===== config.mk =====
export PLATFORM = sky130hd
export DESIGN_NAME = fir_coeff_loader
export DESIGN_NICKNAME = d
export VERILOG_FILES = /design/src/rtl/fir_coeff_loader.sv
export SDC_FILE = /design/constraint.sdc
export NUM_CORES = 1
export LEC_CHECK = 0
export CELL_PAD_IN_SITES_DETAIL_PLACEMENT = 0
export CELL_PAD_IN_SITES_GLOBAL_PLACEMENT = 2
export CORE_MARGIN = 2
export CORE_UTILIZATION = 35
export CTS_BUF_LIST = sky130_fd_sc_hd__clkbuf_2
export DETAILED_ROUTE_END_ITERATION = 10
export GPL_TIMING_DRIVEN = 0
export PLACE_DENSITY_LB_ADDON = 0.1
export SLEW_MARGIN = 20
export SYNTH_ARGS = -nofsm -noshare
export SYNTH_HDL_FRONTEND = slang
export SYNTH_SLANG_ARGS = --single-unit

===== constraint.sdc =====
create_clock -name clkfir -period 9.06 [get_ports clkfir]
set_clock_uncertainty 0.15 [all_clocks]
set_input_delay 1.359 -clock clkfir [delete_from_list [all_inputs] [get_ports clkfir]]
set_output_delay 1.359 -clock clkfir [all_outputs]
set_load 0.02 [all_outputs]

===== src/rtl/fir_coeff_loader.sv =====
// Coefficient bank plus reload sequencer that streams NUM_TAPS words into the FIR reload channel.
// Optional readback port: define FIR_COEFF_READBACK_EN.
module fir_coeff_loader #(
  parameter int NUM_TAPS = 16,
  parameter int COEFF_W  = 16,
  parameter int ADDR_W   = 6
) (
  input  logic               clkfir,
  input  logic               reset,
  input  logic               coeff_wen,
  input  logic [ADDR_W-1:0]  coeff_waddr,
  input  logic [COEFF_W-1:0] coeff_wdata,
  input  logic               reload_start,
  output logic               reload_valid,
  input  logic               reload_ready,
  output logic               reload_last,
  output logic [COEFF_W-1:0] reload_coeff,
  output logic               busy,
  output logic               done,
  output logic               wr_err
`ifdef FIR_COEFF_READBACK_EN
  ,
  input  logic [ADDR_W-1:0]  coeff_raddr,
  output logic [COEFF_W-1:0] coeff_rdata
`endif
);

  localparam int IDX_W = (NUM_TAPS > 1) ? $clog2(NUM_TAPS) : 1;
  localparam logic [IDX_W-1:0]  LAST_IDX  = IDX_W'(NUM_TAPS - 1);
  localparam logic [ADDR_W:0]   TAPS_EXT  = (ADDR_W + 1)'(NUM_TAPS);

  typedef enum logic [1:0] {S_IDLE, S_STREAM, S_DONE} state_t;

  state_t             state;
  logic [IDX_W-1:0]   idx;
  logic [IDX_W-1:0]   next_idx;
  logic [COEFF_W-1:0] bank [NUM_TAPS];

  logic               idle;
  logic               waddr_ok;
  logic               wr_accept;
  logic               start_accept;
  logic               rejects;
  logic [IDX_W-1:0]   widx;
  logic [COEFF_W-1:0] first_word;

  assign idle         = (state == S_IDLE);
  assign waddr_ok     = ({1'b0, coeff_waddr} < TAPS_EXT);
  assign wr_accept    = coeff_wen && idle && waddr_ok;
  assign start_accept = reload_start && idle;
  assign rejects      = (coeff_wen && !wr_accept) || (reload_start && !idle);
  assign widx         = coeff_waddr[IDX_W-1:0];
  assign next_idx     = idx + 1'b1;
  // A write landing on tap 0 in the start cycle must reach the first word.
  assign first_word   = (wr_accept && (widx == '0)) ? coeff_wdata : bank[0];

  always_ff @(posedge clkfir or posedge reset) begin
    if (reset) begin
      for (int i = 0; i < NUM_TAPS; i++) bank[i] <= '0;
    end else if (wr_accept) begin
      bank[widx] <= coeff_wdata;
    end
  end

  always_ff @(posedge clkfir or posedge reset) begin
    if (reset) begin
      state        <= S_IDLE;
      idx          <= '0;
      reload_valid <= 1'b0;
      reload_last  <= 1'b0;
      reload_coeff <= '0;
      busy         <= 1'b0;
      done         <= 1'b0;
      wr_err       <= 1'b0;
    end else begin
      done <= 1'b0;
      // An accepted start clears the sticky error, but a write rejected in the same cycle still counts.
      if (start_accept) begin
        wr_err <= rejects;
      end else if (rejects) begin
        wr_err <= 1'b1;
      end
      case (state)
        S_IDLE: begin
          if (reload_start) begin
            state        <= S_STREAM;
            idx          <= '0;
            reload_coeff <= first_word;
            reload_valid <= 1'b1;
            reload_last  <= (NUM_TAPS == 1);
            busy         <= 1'b1;
          end
        end
        S_STREAM: begin
          if (reload_ready) begin
            if (idx == LAST_IDX) begin
              state        <= S_DONE;
              reload_valid <= 1'b0;
              reload_last  <= 1'b0;
              done         <= 1'b1;
            end else begin
              idx          <= next_idx;
              reload_coeff <= bank[next_idx];
              reload_last  <= (next_idx == LAST_IDX);
            end
          end
        end
        S_DONE: begin
          busy  <= 1'b0;
          state <= S_IDLE;
        end
        default: state <= S_IDLE;
      endcase
    end
  end

`ifdef FIR_COEFF_READBACK_EN
  logic raddr_ok;
  assign raddr_ok = ({1'b0, coeff_raddr} < TAPS_EXT);

  always_ff @(posedge clkfir or posedge reset) begin
    if (reset) begin
      coeff_rdata <= '0;
    end else begin
      coeff_rdata <= raddr_ok ? bank[coeff_raddr[IDX_W-1:0]] : '0;
    end
  end
`endif

endmodule


## Word-level counts from Yosys, hierarchy flattened

Cells that the tools add are included.

- Muxes and demuxes: 33
- Equal/unequal tests: 8
- $lt $le $gt $ge: 4
- Bitwise logic cells: 2
- Reductions and logical operators: 20
- Add/sub/neg operators: 1

Operator list:

| operator | number |
|---|---|
| $bwmux W256 | 1 |
| $mux W16 | 7 |
| $bmux W16 S4 | 1 |
| $demux W16 S4 | 1 |
| $pmux W16 S2 | 1 |
| $mux W4 | 3 |
| $mux W1 | 11 |
| $ge A5 B5 Y1 const B | 2 |
| $not A4 Y5 | 2 |
| $eq A4 B4 Y1 const B | 2 |
| $ne A2 B2 Y1 const B | 4 |
| $pmux W4 S2 | 1 |
| $reduce_and A4 Y1 | 2 |
| $logic_and A1 B1 Y1 | 7 |
| $lt A6 B5 Y1 const B | 1 |
| $mux W2 | 3 |
| $pmux W1 S2 | 3 |
| $reduce_and A3 Y1 | 2 |
| $reduce_bool A2 Y1 | 3 |
| $lt A5 B1 Y1 const B | 1 |
| $add A4 B1 Y4 const B | 1 |
| $logic_not A4 Y1 | 1 |
| $pmux W2 S2 | 1 |
| $eq A2 B1 Y1 const B | 1 |
| other kinds (5) | 6 |

- Logic and storage cells: 92
- Flip-flop bits (word level): 283

## Logic depth before layout (Yosys ltp)

- Depth after elaboration: 8
- Depth in mapped cells: 9
- Gate-level depth less buffers: 5

## Least setup slack after synthesis

OpenSTA, ideal clock, no wires.

- Kind: input to register
- Start: input port coeff_waddr[5]
- End: register bank[80] in the netlist's numbering
- Slack: 5.835 ns
- Stages on the path: 6
- Arrival time: 2.950 ns
- Required time: 8.785 ns
- Path buffers: 3
- Cells stage by stage: or4_4 > buf_6 > or3_4 > buf_6 > buf_12 > mux2_4

- Longest elaborated chain between the ends: 2

Ends and longest elaborated chain:

| element | RTL line | source |
|---|---|---|
| start, declared | 11 | `input logic [ADDR_W-1:0] coeff_waddr,` |
| $lt A6 B5 Y1 | 48 | `assign waddr_ok = ({1'b0, coeff_waddr} < TAPS_EXT);` |
| $logic_and A1 B1 Y1 | 49 | `assign wr_accept = coeff_wen && idle && waddr_ok;` |
| end signal, assigned by index | 61 | `bank[widx] <= coeff_wdata;` |
| end, declared | 37 | `logic [COEFF_W-1:0] bank [NUM_TAPS];` |

No other way between the ends.
A chain may end at the register's enable or synchronous reset.

## Final worst setup path

- Start: register idx[0]
- End: register reload_coeff[4]

- Longest elaborated chain between the ends: 8
- Elaborated cells between the ends (all ways): 11
- Classes of those cells: add/sub (1); eq/ne (2); mux (6); bitwise (1); reduce/logical (1)

Ends and longest elaborated chain:

| element | RTL line | source |
|---|---|---|
| start, declared | 35 | `logic [IDX_W-1:0] idx;` |
| start signal, assigned | 102 | `idx <= next_idx;` |
| $add A4 B1 Y4 | 53 | `assign next_idx = idx + 1'b1;` |
| $not A4 Y5 (implied by the code) | 103 | `reload_coeff <= bank[next_idx];` |
| $bmux W16 S4 | 103 |  |
| $mux W16 (implied by the code) (2 in series) | 103 |  |
| $mux W16 | 96 | `if (idx == LAST_IDX) begin` |
| $mux W16 | 95 | `if (reload_ready) begin` |
| $pmux W16 S2 | 83 | `case (state)` |
| end signal, assigned | 88 | `reload_coeff <= first_word;` |
| end signal, assigned | 103 |  |
| end, declared | 17 | `output logic [COEFF_W-1:0] reload_coeff,` |

Parallel ways exist; a longest one is shown, timed or not. The select of a mux whose other input is x is not followed.

==> impl_summary.md <==
Logic synthesis
The top cell type's share of synthesized area is 54.2%. The distinct cell type count after synthesis is 53. The share of flip-flops with an asynchronous set or reset after synthesis is 100%.

The number of nets handed over by synthesis was 904. The synthesized netlist devotes 6.15% of its cell area to compound gates. The most area-hungry cell type in the Yosys netlist is sky130_fd_sc_hd__dfrtp_1. After synthesis, the largest family of logic cells by area is multiplexers. The average cell area after synthesis is 14.9 um2. The number of warnings reported in the yosys synthesis log is 0. The commonest cells after synthesis are 283 x sky130_fd_sc_hd__dfrtp_1, 229 x sky130_fd_sc_hd__mux2_2, 64 x sky130_fd_sc_hd__mux4_2, 47 x sky130_fd_sc_hd__clkbuf_1, 24 x sky130_fd_sc_hd__nand2_1. The most used flip-flop cell after synthesis is sky130_fd_sc_hd__dfrtp_1.

The synthesized design contains 283 register bits. The number of cells produced by synthesis is 875. The part of the Yosys area used for sequential elements is 54.2%. Of the total synthesized cell area, the portion taken by AND, OR, NAND and NOR gates is 3.95%. The most common cell in the synthesized netlist is sky130_fd_sc_hd__dfrtp_1. After synthesis, the share of cell area in mux cells is 32.1%. After Yosys synthesis, full adders, half adders and majority gates account for 0.192% of the synthesized area. The combined area of all synthesized cells is 0.0131 mm2. Summing the areas of all xor and xnor instances in the mapped netlist gives 0.0670% of the synthesized area. The number of enable-type register cells in the synthesized netlist is 0. Sorting the synthesized cells by area gives the leading types as sky130_fd_sc_hd__dfrtp_1 54%, sky130_fd_sc_hd__mux2_2 20%, sky130_fd_sc_hd__mux4_2 11%, sky130_fd_sc_hd__clkbuf_1 1.4%, sky130_fd_sc_hd__a32o_1 1.3%.

Clocking
The clock reaches the later pin of the worst-skew pair after 0.93 ns. The number of instances resized during post-cts repair is 0. TritonCTS built the clock tree.

After clock tree synthesis, the clock-pin slew on the worst setup and hold paths is 0.09 ns. The buffer depth of the longest clock path is 3. The tree is rooted in a sky130_fd_sc_hd__clkbuf_2.

The number of buffers inserted by hold repair at cts is 0. The number of clock sinks is 283. In this run the post-CTS setup repair buffer count came out at 0. CTS built an H-tree with a depth of 3. The total CTS buffers is 82.

Job
The number of maximum-capacitance constraint violations is 0.

Cells and area
Relative to the synthesized area, the layout overhead comes to 15.5%. The net count of the finished layout is 1045. Cells with a size suffix above 1 make up 45.5% of the layout. The final-layout fill cell count is 3463.

Worst setup path
The critical path starts at idx[0]. On the critical path, the stage with the largest delay is an instance of sky130_fd_sc_hd__clkbuf_1. By startpoint and endpoint, the worst setup path is classified as flip-flop to flip-flop.

The largest stage delay on the critical path is 0.80 ns. Measured in cells, the most critical reg-to-reg path has a length of 9. In this run the critical register-to-register path is launched from idx[0].

The endpoint required time on the critical path is 9.70 ns. The highest net fanout along the worst path is 10. The cell repeated most along the worst path is sky130_fd_sc_hd__clkbuf_1. The type of element capturing the critical path is a flip-flop. STA classifies the critical path startpoint as a flip-flop.

The signal arrival time at the worst endpoint is 5.23 ns. Walking the worst path, the cells encountered are buf_2 -> buf_1 -> inv_1 -> ha_1 -> clkbuf_1 -> clkbuf_1 -> mux4_2 -> o221ai_1 -> a31oi_1.

Floorplanning
For this design the top-level I/O count stands at 48. In this run the core area contains 70 standard-cell rows. The chip height is 197 um. The total die area is 0.0389 mm2.

The core region is 0.0367 mm2. The starting density of the core is 35.6%. Measured along the x axis, the die boundary spans 197 um.

Power and ir drop
The maximum resistive drop on vdd is 0.120 mV. Summing internal, switching and leakage power gives 3.61 mW. For this design the static power due to leakage is 7.21 nW. The ratio of total power to cell area is 239 mW/mm2.

Timing
Setup violations remaining at the end of the flow were counted as 0. The post-route minimum period is 4.59 ns. The final hold violation count is 0. The max-slew violation count is 0. Headroom to the max-slew limit came out at 24.3%. The final critical path takes up 50.7% of the cycle.

Setup repair after global routing left no endpoint under its margin. The total negative slack for setup checks is 0 ns. At the pin with the least slew margin, the transition time is 1.14 ns.

For this run, the top clock speed supported by timing is 0.218 GHz.

Place
The port buffer count is 46. Summed over all nets, the half-perimeter wirelength after detailed placement is 26900 um. Routability-driven placement finished with a final weighted congestion of 0.743.

Global routing
The initial antenna violation count is 1. For this run, global-route usage on met1 was measured as 31.1%. The number of global-route vias before repair is 9020. The wire length of the first global-routing pass is 59700 um. The overall track demand over capacity in global routing is 21.2%. In the global route stage, met3 resource usage came out at 4.01%.

For this run, global-route usage on met2 was measured as 32.0%. The global routing stage identified its most utilized layer as met2. The final global-route overflow total is 0. Entering global routing, the biggest net connects 32 pins.

Drt
After detailed routing, the number of vias per cell comes to 5.41. The remaining design rule violation count is 0. In this run, the number of DRC markers left after iteration 0 of detailed routing was 515. The count of nets left with antenna violations once routing finished came out at 0. The detailed router placed 8375 vias in this run. The wire length per cell after detailed routing is 25.4 um. The detailed-router iteration count before antenna repair is 5.

The total routed wirelength is 39400 um.

Hold path
The worst min-delay path startpoint is bank[201]. The class of the most critical hold timing path is flip-flop to flip-flop. The cell depth of the worst min-delay path is 1.

Status
The flow ran to the end, and the final reports show no timing, DRC or antenna violations.
==> flip-flops by register name, indices dropped and copies added, names as in the netlist <==
signal	flops
bank	256
busy	1
done	1
idx	4
reload_coeff	16
reload_last	1
reload_valid	1
state	2
wr_err	1
==> critical path, delay by kind of cell, from the launching register on <==
family                     cells  cell delay [ns]
buffers and inverters          5             2.43
muxes                          1             0.43
DFF                            1             0.35
adders and majority gates      1             0.42
AOI/OAI and AO/OA              2             0.64
==> layout make-up <==
type | instances | area [um2] | area share, %
well taps | 468 | 586 | 3.88
plain buffers | 76 | 364 | 2.41
repair buffers | 57 | 703 | 4.66
diodes | 3 | 7.51 | 0.0498
inverters | 20 | 78.8 | 0.522
flip-flops and latches | 283 | 7080 | 46.9
multi-input cells | 496 | 5560 | 36.8
clock buffers | 129 | 646 | 4.28
clock inverters | 16 | 65.1 | 0.431
==> per-stage QoR <==
stage	utilization, %	setup slack [ns]	hold slack, ns	instances	cell area (um2)
after floorplan	-	3.80	0.303	875	13100
after global placement	38.5	1.24	0.330	1389	14100
after detailed placement	39.2	4.46	0.335	1400	14400
after CTS	41.1	4.46	0.358	1545	15100
after global routing	41.1	4.26	0.369	1546	15100
final	41.1	4.47	0.354	1548	15100
==> routing by layer <==
metal | wire length [um] | vias up
met5 | 0 | -
met1 | 19500 | 4428
met2 | 17500 | 196
li1 | - | 3692
met4 | 701 | 0
met3 | 1680 | 59
==> path summary, 6_finish.rpt <==
check	to	slack (ns)
min reg2reg	bank[201]	0.35
min	bank[201]	0.35
max reg2reg	reload_coeff[4]	4.47
max	reload_coeff[4]	4.47
min in group asynchronous	bank[95]	0.74
max in group asynchronous	bank[179]	6.60
==> placed cells by master, fill, tap and decap left out, drive strengths merged, types with 2 or more instances in the layout <==
master / Yosys / layout
nor2b: 8 / 8
mux2: 240 / 240
nor3: 4 / 4
clkinv: 0 / 12
o31ai: 18 / 18
nand3: 6 / 6
mux4: 64 / 64
a32o: 17 / 17
a21oi: 4 / 4
a31oi: 16 / 16
nor2: 5 / 5
a22oi: 15 / 15
diode: 0 / 3
nand4: 18 / 18
o221ai: 16 / 16
nand2b: 3 / 3
nand2: 24 / 24
or3b: 2 / 2
dfrtp: 283 / 283
o21ai: 10 / 10
or3: 3 / 3
ha: 2 / 2
nor3b: 3 / 3
and4: 2 / 2
buf: 29 / 40
clkbuf: 47 / 176
clkdlybuf4s50: 0 / 46
inv: 20 / 23
==> kinds of logic (layout without fill, tap and decap cells) <==
group,Yosys count,after routing
simple gates,84,84
mux,305,305
compound gates,104,104
fa+ha+maj,2,2
buf+inv,96,298
flops,283,283
other cells,0,3
xor+xnor,1,1
==> power by group <==
group,internal [mW],switching [mW]
Combinational,0.457,0.773
Clock,0.373,0.572
Sequential,1.37,0.0659
Total,2.20,1.41
(Power assumes the default switching activity.)
